`src/rtl/cp0_exc_ctrl_if.sv`:
```
// Commit-stage to CP0 bus: exception/ERET/interrupt inputs, MTC0/MFC0 ports,
// and the redirect and live-register outputs.
interface cp0_exc_ctrl_if #(
  parameter int NUM_HW_INT = 5
);
  logic                  valid;
  logic                  exc_valid;
  logic [4:0]            exc_code;
  logic [31:0]           exc_pc;
  logic [31:0]           exc_badvaddr;
  logic                  exc_bd;
  logic                  eret;
  logic [31:0]           cur_pc;
  logic                  cur_bd;
  logic [NUM_HW_INT-1:0] hw_int;
  logic                  wen;
  logic [4:0]            waddr;
  logic [31:0]           wdata;
  logic [4:0]            raddr;
  logic [31:0]           rdata;
  logic                  flush;
  logic [31:0]           flush_pc;
  logic                  int_pending;
  logic [31:0]           status;
  logic [31:0]           cause;
  logic [31:0]           epc;

  modport master (
    output valid, exc_valid, exc_code, exc_pc, exc_badvaddr, exc_bd, eret,
           cur_pc, cur_bd, hw_int, wen, waddr, wdata, raddr,
    input  rdata, flush, flush_pc, int_pending, status, cause, epc
  );

  modport slave (
    input  valid, exc_valid, exc_code, exc_pc, exc_badvaddr, exc_bd, eret,
           cur_pc, cur_bd, hw_int, wen, waddr, wdata, raddr,
    output rdata, flush, flush_pc, int_pending, status, cause, epc
  );
endinterface

```
`src/rtl/cp0_exc_ctrl.sv`:
```
// MIPS-style CP0 exception controller: Status/Cause/EPC/BadVAddr/Count/Compare,
// commit-stage exception, interrupt and ERET handling with pipeline redirect.
module cp0_exc_ctrl #(
  parameter int          NUM_HW_INT = 5,
  parameter int          COUNT_DIV  = 2,
  parameter logic [31:0] EXC_VECTOR = 32'hBFC0_0380
) (
  input logic           clk,
  input logic           resetn,
  cp0_exc_ctrl_if.slave bus
);

  localparam logic [1:0] PRESC_LAST = 2'(COUNT_DIV - 1);

  logic [NUM_HW_INT-1:0] r_sync1;
  logic [NUM_HW_INT-1:0] r_sync2;
  logic [1:0]            r_presc;
  logic [31:0]           r_count;
  logic [31:0]           r_compare;
  logic [31:0]           r_epc;
  logic [31:0]           r_badvaddr;
  logic [7:0]            r_im;
  logic                  r_exl;
  logic                  r_ie;
  logic [1:0]            r_ipsw;
  logic                  r_bd;
  logic                  r_ti;
  logic [4:0]            r_exccode;

  logic [4:0]  w_hwip;
  logic [7:0]  w_ip;
  logic [31:0] w_status;
  logic [31:0] w_cause;
  logic        w_int_pending;
  logic        w_take_exc;
  logic        w_take_int;
  logic        w_take_eret;
  logic        w_mtc0;
  logic        w_wr_count;
  logic        w_wr_compare;
  logic        w_tick;
  logic        w_match;

  always_comb begin
    w_hwip = '0;
    for (int i = 0; i < NUM_HW_INT; i++) w_hwip[i] = r_sync2[i];
  end

  assign w_ip          = {r_ti, w_hwip, r_ipsw};
  assign w_status      = {9'd0, 1'b1, 6'd0, r_im, 6'd0, r_exl, r_ie};
  assign w_cause       = {r_bd, r_ti, 14'd0, w_ip, 1'b0, r_exccode, 2'b00};
  assign w_int_pending = r_ie & ~r_exl & (|(w_ip & r_im));

  // Strict priority: exception > interrupt > ERET > MTC0, all gated by valid.
  assign w_take_exc   = bus.valid & bus.exc_valid;
  assign w_take_int   = bus.valid & ~bus.exc_valid & w_int_pending;
  assign w_take_eret  = bus.valid & ~bus.exc_valid & ~w_int_pending & bus.eret;
  assign w_mtc0       = bus.valid & ~bus.exc_valid & ~w_int_pending & ~bus.eret & bus.wen;
  assign w_wr_count   = w_mtc0 && (bus.waddr == 5'd9);
  assign w_wr_compare = w_mtc0 && (bus.waddr == 5'd11);
  assign w_tick       = (r_presc == PRESC_LAST);
  assign w_match      = (r_count == r_compare);

  always_ff @(posedge clk or negedge resetn) begin
    if (!resetn) begin
      r_sync1 <= '0;
      r_sync2 <= '0;
    end else begin
      r_sync1 <= bus.hw_int;
      r_sync2 <= r_sync1;
    end
  end

  // Free-running timer; an MTC0 Count restarts the prescaler.
  always_ff @(posedge clk or negedge resetn) begin
    if (!resetn) begin
      r_count <= '0;
      r_presc <= '0;
    end else if (w_wr_count) begin
      r_count <= bus.wdata;
      r_presc <= '0;
    end else if (w_tick) begin
      r_count <= r_count + 32'd1;
      r_presc <= '0;
    end else begin
      r_presc <= r_presc + 2'd1;
    end
  end

  // TI is sticky until software rewrites Compare; the rewrite beats a new match.
  always_ff @(posedge clk or negedge resetn) begin
    if (!resetn) begin
      r_compare <= '0;
      r_ti      <= 1'b0;
    end else if (w_wr_compare) begin
      r_compare <= bus.wdata;
      r_ti      <= 1'b0;
    end else if (w_match) begin
      r_ti      <= 1'b1;
    end
  end

  always_ff @(posedge clk or negedge resetn) begin
    if (!resetn) begin
      r_epc      <= '0;
      r_badvaddr <= '0;
      r_im       <= '0;
      r_exl      <= 1'b0;
      r_ie       <= 1'b0;
      r_ipsw     <= '0;
      r_bd       <= 1'b0;
      r_exccode  <= '0;
    end else if (w_take_exc) begin
      r_exl     <= 1'b1;
      r_exccode <= bus.exc_code;
      // Nested exceptions keep the EPC/BD of the original fault.
      if (!r_exl) begin
        r_epc <= bus.exc_bd ? (bus.exc_pc - 32'd4) : bus.exc_pc;
        r_bd  <= bus.exc_bd;
      end
      if (bus.exc_code == 5'd4 || bus.exc_code == 5'd5) r_badvaddr <= bus.exc_badvaddr;
    end else if (w_take_int) begin
      r_exl     <= 1'b1;
      r_exccode <= 5'd0;
      r_epc     <= bus.cur_bd ? (bus.cur_pc - 32'd4) : bus.cur_pc;
      r_bd      <= bus.cur_bd;
    end else if (w_take_eret) begin
      r_exl <= 1'b0;
    end else if (w_mtc0) begin
      case (bus.waddr)
        5'd12: begin
          r_im  <= bus.wdata[15:8];
          r_exl <= bus.wdata[1];
          r_ie  <= bus.wdata[0];
        end
        5'd13:   r_ipsw <= bus.wdata[9:8];
        5'd14:   r_epc  <= bus.wdata;
        default: ;
      endcase
    end
  end

  always_comb begin
    bus.rdata = '0;
    case (bus.raddr)
      5'd8:    bus.rdata = r_badvaddr;
      5'd9:    bus.rdata = r_count;
      5'd11:   bus.rdata = r_compare;
      5'd12:   bus.rdata = w_status;
      5'd13:   bus.rdata = w_cause;
      5'd14:   bus.rdata = r_epc;
      default: bus.rdata = '0;
    endcase
  end

  assign bus.flush       = w_take_exc | w_take_int | w_take_eret;
  assign bus.flush_pc    = w_take_eret ? r_epc : EXC_VECTOR;
  assign bus.int_pending = w_int_pending;
  assign bus.status      = w_status;
  assign bus.cause       = w_cause;
  assign bus.epc         = r_epc;

endmodule

```
`src/flat_wrapper.sv`:
```
// flat-port wrapper written by rule: the top's interface ports become plain ports
module cp0_exc_ctrl_flat 
#(
  parameter int          NUM_HW_INT = 5,
  parameter int          COUNT_DIV  = 2,
  parameter logic [31:0] EXC_VECTOR = 32'hBFC0_0380
)
  (clk, resetn, bus_valid, bus_exc_valid, bus_exc_code, bus_exc_pc, bus_exc_badvaddr, bus_exc_bd, bus_eret, bus_cur_pc, bus_cur_bd, bus_hw_int, bus_wen, bus_waddr, bus_wdata, bus_raddr, bus_rdata, bus_flush, bus_flush_pc, bus_int_pending, bus_status, bus_cause, bus_epc);
  cp0_exc_ctrl_if #(.NUM_HW_INT(NUM_HW_INT)) bus_i ();
  input logic clk;
  input logic resetn;
  input wire logic [$bits(bus_i.valid)-1:0] bus_valid;
  input wire logic [$bits(bus_i.exc_valid)-1:0] bus_exc_valid;
  input wire logic [$bits(bus_i.exc_code)-1:0] bus_exc_code;
  input wire logic [$bits(bus_i.exc_pc)-1:0] bus_exc_pc;
  input wire logic [$bits(bus_i.exc_badvaddr)-1:0] bus_exc_badvaddr;
  input wire logic [$bits(bus_i.exc_bd)-1:0] bus_exc_bd;
  input wire logic [$bits(bus_i.eret)-1:0] bus_eret;
  input wire logic [$bits(bus_i.cur_pc)-1:0] bus_cur_pc;
  input wire logic [$bits(bus_i.cur_bd)-1:0] bus_cur_bd;
  input wire logic [$bits(bus_i.hw_int)-1:0] bus_hw_int;
  input wire logic [$bits(bus_i.wen)-1:0] bus_wen;
  input wire logic [$bits(bus_i.waddr)-1:0] bus_waddr;
  input wire logic [$bits(bus_i.wdata)-1:0] bus_wdata;
  input wire logic [$bits(bus_i.raddr)-1:0] bus_raddr;
  output wire logic [$bits(bus_i.rdata)-1:0] bus_rdata;
  output wire logic [$bits(bus_i.flush)-1:0] bus_flush;
  output wire logic [$bits(bus_i.flush_pc)-1:0] bus_flush_pc;
  output wire logic [$bits(bus_i.int_pending)-1:0] bus_int_pending;
  output wire logic [$bits(bus_i.status)-1:0] bus_status;
  output wire logic [$bits(bus_i.cause)-1:0] bus_cause;
  output wire logic [$bits(bus_i.epc)-1:0] bus_epc;
  assign bus_i.valid = bus_valid;
  assign bus_i.exc_valid = bus_exc_valid;
  assign bus_i.exc_code = bus_exc_code;
  assign bus_i.exc_pc = bus_exc_pc;
  assign bus_i.exc_badvaddr = bus_exc_badvaddr;
  assign bus_i.exc_bd = bus_exc_bd;
  assign bus_i.eret = bus_eret;
  assign bus_i.cur_pc = bus_cur_pc;
  assign bus_i.cur_bd = bus_cur_bd;
  assign bus_i.hw_int = bus_hw_int;
  assign bus_i.wen = bus_wen;
  assign bus_i.waddr = bus_waddr;
  assign bus_i.wdata = bus_wdata;
  assign bus_i.raddr = bus_raddr;
  assign bus_rdata = bus_i.rdata;
  assign bus_flush = bus_i.flush;
  assign bus_flush_pc = bus_i.flush_pc;
  assign bus_int_pending = bus_i.int_pending;
  assign bus_status = bus_i.status;
  assign bus_cause = bus_i.cause;
  assign bus_epc = bus_i.epc;
  cp0_exc_ctrl #(.NUM_HW_INT(NUM_HW_INT), .COUNT_DIV(COUNT_DIV), .EXC_VECTOR(EXC_VECTOR)) u_core (.clk(clk), .resetn(resetn), .bus(bus_i));
endmodule
```
`config.mk`:
```
export PLATFORM = sky130hd
export DESIGN_NAME = cp0_exc_ctrl_flat
export DESIGN_NICKNAME = d
export VERILOG_FILES = /design/src/rtl/cp0_exc_ctrl_if.sv /design/src/rtl/cp0_exc_ctrl.sv /design/src/flat_wrapper.sv
export SDC_FILE = /design/constraint.sdc
export NUM_CORES = 1
export LEC_CHECK = 0
export CAP_MARGIN = 20
export CORE_MARGIN = 2
export CORE_UTILIZATION = 51
export DETAILED_ROUTE_END_ITERATION = 8
export HOLD_SLACK_MARGIN = 0.15
export MAX_ROUTING_LAYER = met4
export PLACE_DENSITY = 0.87
export SLEW_MARGIN = 5
export SYNTH_ARGS = -nofsm -noshare
export SYNTH_HDL_FRONTEND = slang
export SYNTH_SLANG_ARGS = --single-unit
```
`constraint.sdc`:
```
create_clock -name clk -period 5.5 [get_ports clk]
set_input_delay 0.55 -clock clk [delete_from_list [all_inputs] [get_ports clk]]
set_output_delay 0.55 -clock clk [all_outputs]
set_load 0.05 [all_outputs]
```
==> results.md <==
* Outcome: finished, violations left
* Violated checks: DRC
* Power Dens Cells at 297 mW/mm²
* Crit-path max FO at 18
* H-tree level count at 4
* Final #Nets at 1,444
* Worst IR drop on VDD at 0.000192 V
* Die span in y at 143 µm
* Layout Cells excl Fill at 1,558
* Worst-path clk slew at 60 ps
* Count of state elements after synthesis at 159
* Max_slew headroom at 39.0%
* Yosys warning count at 0
* Critical Path Sink Type: output pin
* HP Class: flip-flop to flip-flop
* Post-synth EDFFs at 0
* Vias at 9,479
* Unrepaired setup endpoints after global routing: false
* Setup TNS at 0 ps
* Max Clk Rate at 0.240 GHz
* Mapped Cells at 1,038
* WS Path Type: flip-flop to output pin
* Final setup violation count at 0
* RR Startpoint: u_core.r_exl
* CP Launch Type: flip-flop
* Least-Margin Pin Slew at 910 ps
* Wirelength per Cell at 22.1 µm
* Crit Reg-Reg Endpoint: u_core.r_compare[19]
* GR Layer Usage met3 at 7.38%
* Final Slew Violations at 0
* Die Wd at 143 µm
* Most frequent cells in the layout: 277 x clkdlybuf4s50_1, 159 x dfrtp_1, 90 x nand2_1
* Cts repair resizes at 0
* Post-synth cell types at 69
* Post-Syn Area per Cell at 9.48 µm²
* Tmin final at 4170 ps
* Data required time of the worst path at 4950 ps
* Max-cap violations at 0
* Vias in the first global route at 9,146
* Root buffer cell: clkbuf_16
* Largest net degree at the start of global routing at 66
* Synth Cell Area at 0.00984 mm²
* DRC viols at 1
* Grt peak-use layer: met2
* Cells after DPL at 1,523
* Sequential area share after synthesis at 40.4%
* GPL Wtd Cong at 0.979
* Total track usage at 34.8%
* Via density at 6.08
* Share of cells above drive strength 1 at 9.71%
* Post-layout util at 70.8%
* First-pass GRT wire length at 52,200 µm
* Filler cells at 1,402
* DIE AREA at 0.0204 mm²
* Core area at 0.0188 mm²
* Final Hold Viols at 0
* Reg area at 0.00398 mm²
* DRT iter0 DRCs at 1,295
* Switching Share at 36.1%
* Most common cell after layout, fill and taps aside: clkdlybuf4s50_1
* Clock sink count at 159
* Ports at 318
* Initial antenna violation count at 0
* Post-CTS Setup Repair Bufs at 0
* Grt ovf at 0
* # port buffers at 278
* Clock share of power at 32.4%
* Net switching power at 0.00143 W
* Post-synth ARST share at 100%
* Internal power at 0.00253 W
* Antenna diodes at 0
* Worst clock skew at 10.9 ps
* HPWL after DPL at 25,900 µm
* Antenna-violating nets left at 0
* Clock Tree Buf Depth at 2
* TritonCTS clock tree: built
* Post-CTS Hold Buffers at 1
* Routed WL at 34,500 µm
* Crit path DAT at 3620 ps
* Clock Latency Late Sink at 450 ps
* Critical Path Source: u_core.r_ti
* Num rows at 50
* FF-to-FF path depth at 7
* Leakage at 5.49 nW
* TritonCTS Buffers at 17
* Met2 Track Usage GR at 54.0%
* Met1 Usage GRT at 45.6%
* Final worst-path cycle share at 75.9%
* Prevailing post-synth register cell: dfrtp_1
* Logic gate share of total power at 27.6%
* Drt first pass iters at 9
* Layout Area Growth over Synthesis at 35.5%
* Area of the multi-input gates at 0.00542 mm²
* Flop2flop setup slack at 2640 ps
* Seq pwr share at 40.0%
* Setup crit end: bus_flush_pc[1]
* Initial Util at 52.2%
cells in the mapped netlist (all sizes together) (19+ instances only):
library cell | n | area share [%]
nor3 | 29 | 1.6
nand4 | 21 | 1.3
a22oi | 70 | 5.4
xnor2 | 59 | 5.3
buf | 58 | 4.1
clkbuf | 47 | 1.8
nand2 | 90 | 3.4
o21ai | 25 | 1.3
nand3 | 28 | 1.4
xor2 | 56 | 5.0
nor2 | 85 | 3.3
mux2 | 82 | 9.4
dfrtp | 159 | 40
a21oi | 54 | 2.7
and2 | 24 | 1.5
or3 | 19 | 1.2
nor4 | 20 | 1.5
how the worst min path moves through the flow:
stage                            startpoint                 to  slack [ps]  depth (start not counted)
after detailed placement  u_core.r_sync1[1]  u_core.r_sync2[1]         330                          0
after global placement    u_core.r_sync1[1]  u_core.r_sync2[1]         330                          0
after global routing      u_core.r_sync1[1]  u_core.r_sync2[1]         360                          0
after floorplan                      resetn  u_core.bus.epc[0]         250                          0
after CTS                 u_core.r_sync1[1]  u_core.r_sync2[1]         350                          0
final                     u_core.r_sync1[1]  u_core.r_sync2[1]         350                          0
metrics by stage:
step	power (W)	worst slack, ps	area [µm²]	hold slack (ps)
final	0.00396	1330	13300	349
after global routing	0.00408	1210	13300	361
after CTS	0.00394	1360	13300	349
after detailed placement	0.00267	1620	12700	335
after global placement	0.00266	1710	12700	334
after floorplan	0.00219	1810	9980	254
routing by layer:
layer	share of wire, %	vias to the layer above
li1	-	4177
met3	9.7	86
met2	47	642
met4	3.1	0
met1	40	4574
met5	0	-
flip-flops by register name (all words and copies together) (netlist names), 2 cells and up:
name	flops
u_core.r_im	8
u_core.r_presc	2
u_core.r_compare	32
u_core.r_sync1	5
u_core.r_exccode	5
u_core.r_count	32
u_core.r_badvaddr	32
u_core.r_sync2	5
u_core.bus.epc	32
u_core.r_ipsw	2
power groups by stage:
stage / combinational (W) / clock (W) / sequential (W)
floorplan: 0.000514 / 0 / 0.00167
global placement: 0.00107 / 0 / 0.00159
detailed placement: 0.00108 / 0 / 0.00159
CTS: 0.00109 / 0.00128 / 0.00157
global route: 0.00115 / 0.00133 / 0.00160
finish: 0.00109 / 0.00128 / 0.00159
layout make-up:
class,instances,share of cell area (%)
well taps,260,2.44
multi-input cells,802,40.6
clock buffers,17,3.19
repair buffers,296,22.1
clock inverters,15,1.57
flip-flops and latches,159,29.8
inverters,9,0.253
cell families after synthesis:
kind of cell             Yosys count  share of synthesized area (%)
AO/OA/AOI/OAI                    205                           14.2
multiplexers                      84                           9.63
XOR/XNOR                         115                           10.2
AND/OR/NAND/NOR                  356                           18.8
buffers and inverters            114                           6.21
other                              2                         0.0763
flip-flops                       159                           40.4
adder cells (fa/ha/maj)            3                          0.382
worst max-delay path, stage by stage (launching register included):
cell and delay (ps):
dfrtp_1 490, a22oi_2 210, a41oi_2 280, or3b_1 640, nor2_1 310, buf_4 280
and2_1 160, clkdlybuf4s50_1 800
No activity file was read; power rests on OpenSTA's default activity.
